===== config.mk =====
export PLATFORM = sky130hd
export DESIGN_NAME = dump_ctrl
export DESIGN_NICKNAME = d
export VERILOG_FILES = /design/src/rtl/la_pkg.sv /design/src/rtl/dump_addr_gen.sv /design/src/rtl/dump_ctrl.sv
export SDC_FILE = /design/constraint.sdc
export NUM_CORES = 1
export LEC_CHECK = 0
export BUFFER_PORTS_ARGS = -buffer_cell sky130_fd_sc_hd__buf_2
export CORE_ASPECT_RATIO = 0.9
export CORE_UTILIZATION = 46
export DETAILED_ROUTE_END_ITERATION = 12
export PLACE_DENSITY = 0.75
export SYNTH_ARGS = -nofsm -noshare
export SYNTH_HDL_FRONTEND = slang
export SYNTH_HIERARCHICAL = 1
export SYNTH_SLANG_ARGS = --single-unit

===== constraint.sdc =====
create_clock -name clk -period 2 [get_ports clk]
set_input_delay 0 -clock clk [delete_from_list [all_inputs] [get_ports clk]]
set_output_delay 0 -clock clk [all_outputs]
set_load 0.005 [all_outputs]

===== src/rtl/la_pkg.sv =====
// Constants and state encoding shared by the logic-analyzer capture and readout blocks.
package la_pkg;
  localparam int ENTRIES  = 384;
  localparam int LOG2     = 9;
  localparam int CHANNELS = 5;

  typedef enum logic [2:0] {
    IDLE,
    RD,
    LOAD,
    WAIT_TX,
    DONE
  } dump_state_t;
endpackage


===== src/rtl/dump_addr_gen.sv =====
// Readout address generator: loads the oldest-sample address, wraps at ENTRIES-1, flags the last byte.
// Single-cycle register updates; advances only when the controller asks, so it never stalls itself.
module dump_addr_gen
  import la_pkg::*;
(
  input  logic            clk,
  input  logic            rst_n,
  input  logic            load,
  input  logic            adv,
  input  logic [LOG2-1:0] start_addr,
  output logic [LOG2-1:0] raddr,
  output logic            last
);

  localparam logic [LOG2-1:0] LAST_IDX = LOG2'(ENTRIES - 1);

  logic [LOG2-1:0] byte_cnt;

  always_ff @(posedge clk or negedge rst_n) begin
    if (!rst_n) begin
      raddr    <= '0;
      byte_cnt <= '0;
    end else if (load) begin
      raddr    <= start_addr;
      byte_cnt <= '0;
    end else if (adv) begin
      // The RAM is ENTRIES deep, not a power of two, so the wrap is explicit.
      raddr    <= (raddr == LAST_IDX) ? '0 : raddr + LOG2'(1);
      byte_cnt <= byte_cnt + LOG2'(1);
    end
  end

  assign last = (byte_cnt == LAST_IDX);

endmodule


===== src/rtl/dump_ctrl.sv =====
// Streams one channel's circular sample RAM, oldest first, to the UART; first trmt 3 cycles after accept.
// One byte in flight at a time: each next RAM read waits for tx_done from the UART.
module dump_ctrl
  import la_pkg::*;
(
  input  logic            clk,
  input  logic            rst_n,
  input  logic            dump_start,
  input  logic [2:0]      dump_chan,
  input  logic            capture_done,
  input  logic [LOG2-1:0] start_addr,
  input  logic [7:0]      rdata,
  input  logic            tx_done,
  output logic [LOG2-1:0] raddr,
  output logic [2:0]      ram_sel,
  output logic [7:0]      tx_data,
  output logic            trmt,
  output logic            dump_busy,
  output logic            dump_done,
  output logic            clr_capture_done,
  output logic            dump_rej
);

  dump_state_t state;
  logic        accept;
  logic        adv;
  logic        last;

  assign accept = (state == IDLE) && dump_start && capture_done &&
                  (dump_chan < 3'(CHANNELS));
  assign adv    = (state == WAIT_TX) && tx_done && !last;

  dump_addr_gen u_addr (
    .clk        (clk),
    .rst_n      (rst_n),
    .load       (accept),
    .adv        (adv),
    .start_addr (start_addr),
    .raddr      (raddr),
    .last       (last)
  );

  always_ff @(posedge clk or negedge rst_n) begin
    if (!rst_n) begin
      state            <= IDLE;
      ram_sel          <= '0;
      tx_data          <= '0;
      trmt             <= 1'b0;
      dump_busy        <= 1'b0;
      dump_done        <= 1'b0;
      clr_capture_done <= 1'b0;
      dump_rej         <= 1'b0;
    end else begin
      trmt             <= 1'b0;
      dump_done        <= 1'b0;
      clr_capture_done <= 1'b0;
      dump_rej         <= 1'b0;
      case (state)
        IDLE: begin
          if (accept) begin
            ram_sel   <= dump_chan;
            dump_busy <= 1'b1;
            state     <= RD;
          end else if (dump_start) begin
            dump_rej <= 1'b1;
          end
        end
        RD: state <= LOAD;
        LOAD: begin
          tx_data <= rdata;
          trmt    <= 1'b1;
          state   <= WAIT_TX;
        end
        WAIT_TX: begin
          if (tx_done) state <= last ? DONE : RD;
        end
        DONE: begin
          dump_done        <= 1'b1;
          clr_capture_done <= 1'b1;
          dump_busy        <= 1'b0;
          state            <= IDLE;
        end
        default: state <= IDLE;
      endcase
    end
  end

endmodule

==> flow_summary.toml <==
[outcome]
outcome = "completed"

[power_and_ir_drop]
p_leak_nw = 1.09
swShare_pct = 33.9
p_int_mw = 1.85
p_per_area_mw_per_mm2 = 1200
pwr-share-seq_pct = 45.6
ir_worst_vdd_mv = 0.660
p_clk_share_pct = 18.8
p_switching_mw = 0.951
finalPower_mw = 2.80
comb_power_share_pct = 35.6

[timing]
finalMaxSlewViolations = 0
hold_violations = 0
min_period_over_period_pct = 95.0
period_minus_slack_ns = 1.90
layout_setup_ws_ns = 0.101
worst_pin_slew_ns = 0.792
fin_hold_ws_ns = 0.0100
tns_ns = 0
fmax_ghz = 0.527
max_slew_margin_pct = 47.2
fin_skew_ns = 0.00522
rsz0062_at_grt = "true"
setup-violations-final = 0

[synthesis]
synth_seq_cells = 36
syn_avg_cell_area_um2 = 11.0
yosys.area.top_type_share_pct = 53.7
synth_edf_count = 0
synthTopCellsByArea = "dfrtp_1 (54%), mux2_2 (5.4%), xor2_1 (3.7%)"
seq_area_frac_synth_pct = 53.7
postSynthNetCount = 179
mappedNetlistArea_mm2 = 0.00168
yosysTopAreaCell = "dfrtp_1"
synth_ff_type = "dfrtp_1"
synth_most_common_cell = "dfrtp_1"
synth.top_cells.by_count = "dfrtp_1 (36), nand2_1 (15), nor2_1 (15)"
yosysUniqueCellTypes = 41
async_reset_ff_share_pct = 100
netlist_instances = 152
yosysWarnings = 6

[setup_path]
cp.depth = 9
cp_num_buf_inv = 1
r2r_setup_slack_ns = 0.10
timing.rr.start = "u_addr/byte_cnt[0]"
reg2reg_to = "u_addr/raddr[5]"
cp-endpoint = "u_addr/raddr[5]"
crit_arrival_ns = 2.09
startpoint = "u_addr/byte_cnt[0]"
reg2regPathDepth = 9
cpPeakStageDelay_ns = 0.41
cp_cell_sequence = "ha_2, nand4b_1, nor2_2, nor3_2, buf_6, and3_1, nand4_1, xor2_1, a211oi_1"
required_ns = 2.20
cp-start-kind = "register"
crit_type = "reg -> reg"
cpMaxStageDelayCell = "dfrtp_1"
cp-end-kind = "register"
cp_max_fo = 12
crit_family = "simple AND/OR/NAND/NOR gates"

[detailed_routing]
dr.pass1.iters = 4
drt_iter0_drc = 106
wirelength_mm = 3.85
vias = 1447
drc_errors = 0
vias_per_cell = 5.21
postRouteAntennaNets = 0
routedWlPerCell_um = 13.8

[finish]
area_delta_synth_final_pct = 39.4
final_cells = 278
fin_area_mm2 = 0.00234
post-route-util_pct = 68.2
drive_above_1_share_pct = 35.9
num-nets-final = 260
diodes = 0

[grt]
grt_max_degree = 37
grt_usage_pct = 22.0
overflow = 0
grt_pass1_wl_mm = 6.33
grt_pass1_vias = 1390
antenna_found_initial = 0

[cts]
cts_root_buf = "clkbuf_8"
h-tree-depth = 2
cts_buffers = 5
insertion_delay_ns = 0.29
cts_tree = "yes"
clock_sinks = 36
cts_buffer_depth = 2
clk_pin_slew_ns = 0.07

[floorplanning]
initial_utilization_pct = 48.9
die_area_mm2 = 0.00389
ios = 50
die_w_um = 65.7
die_h_um = 59.3
rows = 20
core-area_mm2 = 0.00343

[placed_design]
dp.cells = 248
numPortBuffers = 49
pre_cts_slack_ns = 0.0665
gp_congestion = 0.854
placed_cell_area_mm2 = 0.00201
hpwl_mm = 2.62

[flow_run]
cap_violations = 0

[worst_hold_path]
hp-class = "in -> reg"
registers in the layout (all words and copies together) (netlist names):
register          flops
u_addr/byte_cnt       9
u_addr/raddr          9
tx_data               8
ram_sel               3
state                 3
clr_capture_done      1
dump_busy             1
dump_rej              1
trmt                  1
placed cells by master (no fill, tap or decap), drive strengths merged, types with 3 or more instances in the layout:
cell type / count
buf: 59
inv: 3
mux2i: 3
or3: 3
nor2: 15
xor2: 7
mux2: 8
dfrtp: 36
clkbuf: 8
nand2: 15
dlygate4sd3: 20
o21ai: 10
nand3: 4
nand4: 5
xnor2: 3
nor3b: 5
a21oi: 5
final cells by class:
class	instances	area, um^2
flip-flops and latches	36	901
repair buffers	79	524
fillers	252	1090
well taps	44	55.1
inverters	3	11.3
multi-input cells	108	757
clock buffers	8	90.1
cell families after synthesis:
group	Yosys count	share of synthesized area, %
flops	36	53.7
buf+inv	8	2.68
compound gates	26	9.77
fa+ha+maj	2	1.49
mux	11	7.16
simple gates	59	20.0
xor+xnor	10	5.22
power groups by stage:
stage | sequential (mW) | combinational, mW | clock [mW]
6_report | 1.28 | 0.997 | 0.528
5_1_grt | 1.33 | 1.11 | 0.579
4_1_cts | 1.28 | 0.975 | 0.540
3_5_place_dp | 1.29 | 0.938 | 0
3_3_place_gp | 1.26 | 0.902 | 0
2_1_floorplan | 1.26 | 0.547 | 0
timing repair:
action	CTS	global route
hold buffers	20	0
gates resized for setup	0	5
endpoints found under the hold margin	55	0
buffers inserted	0	2
setup endpoints to repair	0	9
per-layer routing:
metal  GRT usage [%]  share of wire (%)  vias to the layer above
met5               0                  0                        -
met4            7.45                1.0                        0
met3            6.35                4.5                        4
met2            36.2                 50                       37
met1            27.9                 44                      705
li1                -                  -                      701
worst min-delay path, cell delays in order:
cell	delay, ns
buf_2	0.11
nor3b_4	0.05
nor2_1	0.10
worst min-delay path by stage:
stage	startpoint	end	slack [ns]	cells after the start
global placement	rst_n	dump_rej	0.11	1
detailed placement	rst_n	ram_sel[2]	0.13	1
floorplan	rst_n	clr_capture_done	-0.30	0
finish	dump_chan[2]	ram_sel[2]	0.01	3
CTS	start_addr[8]	u_addr/raddr[8]	0.008	3
global route	start_addr[8]	u_addr/raddr[8]	0.02	3
No activity file was read; power rests on OpenSTA's default activity.
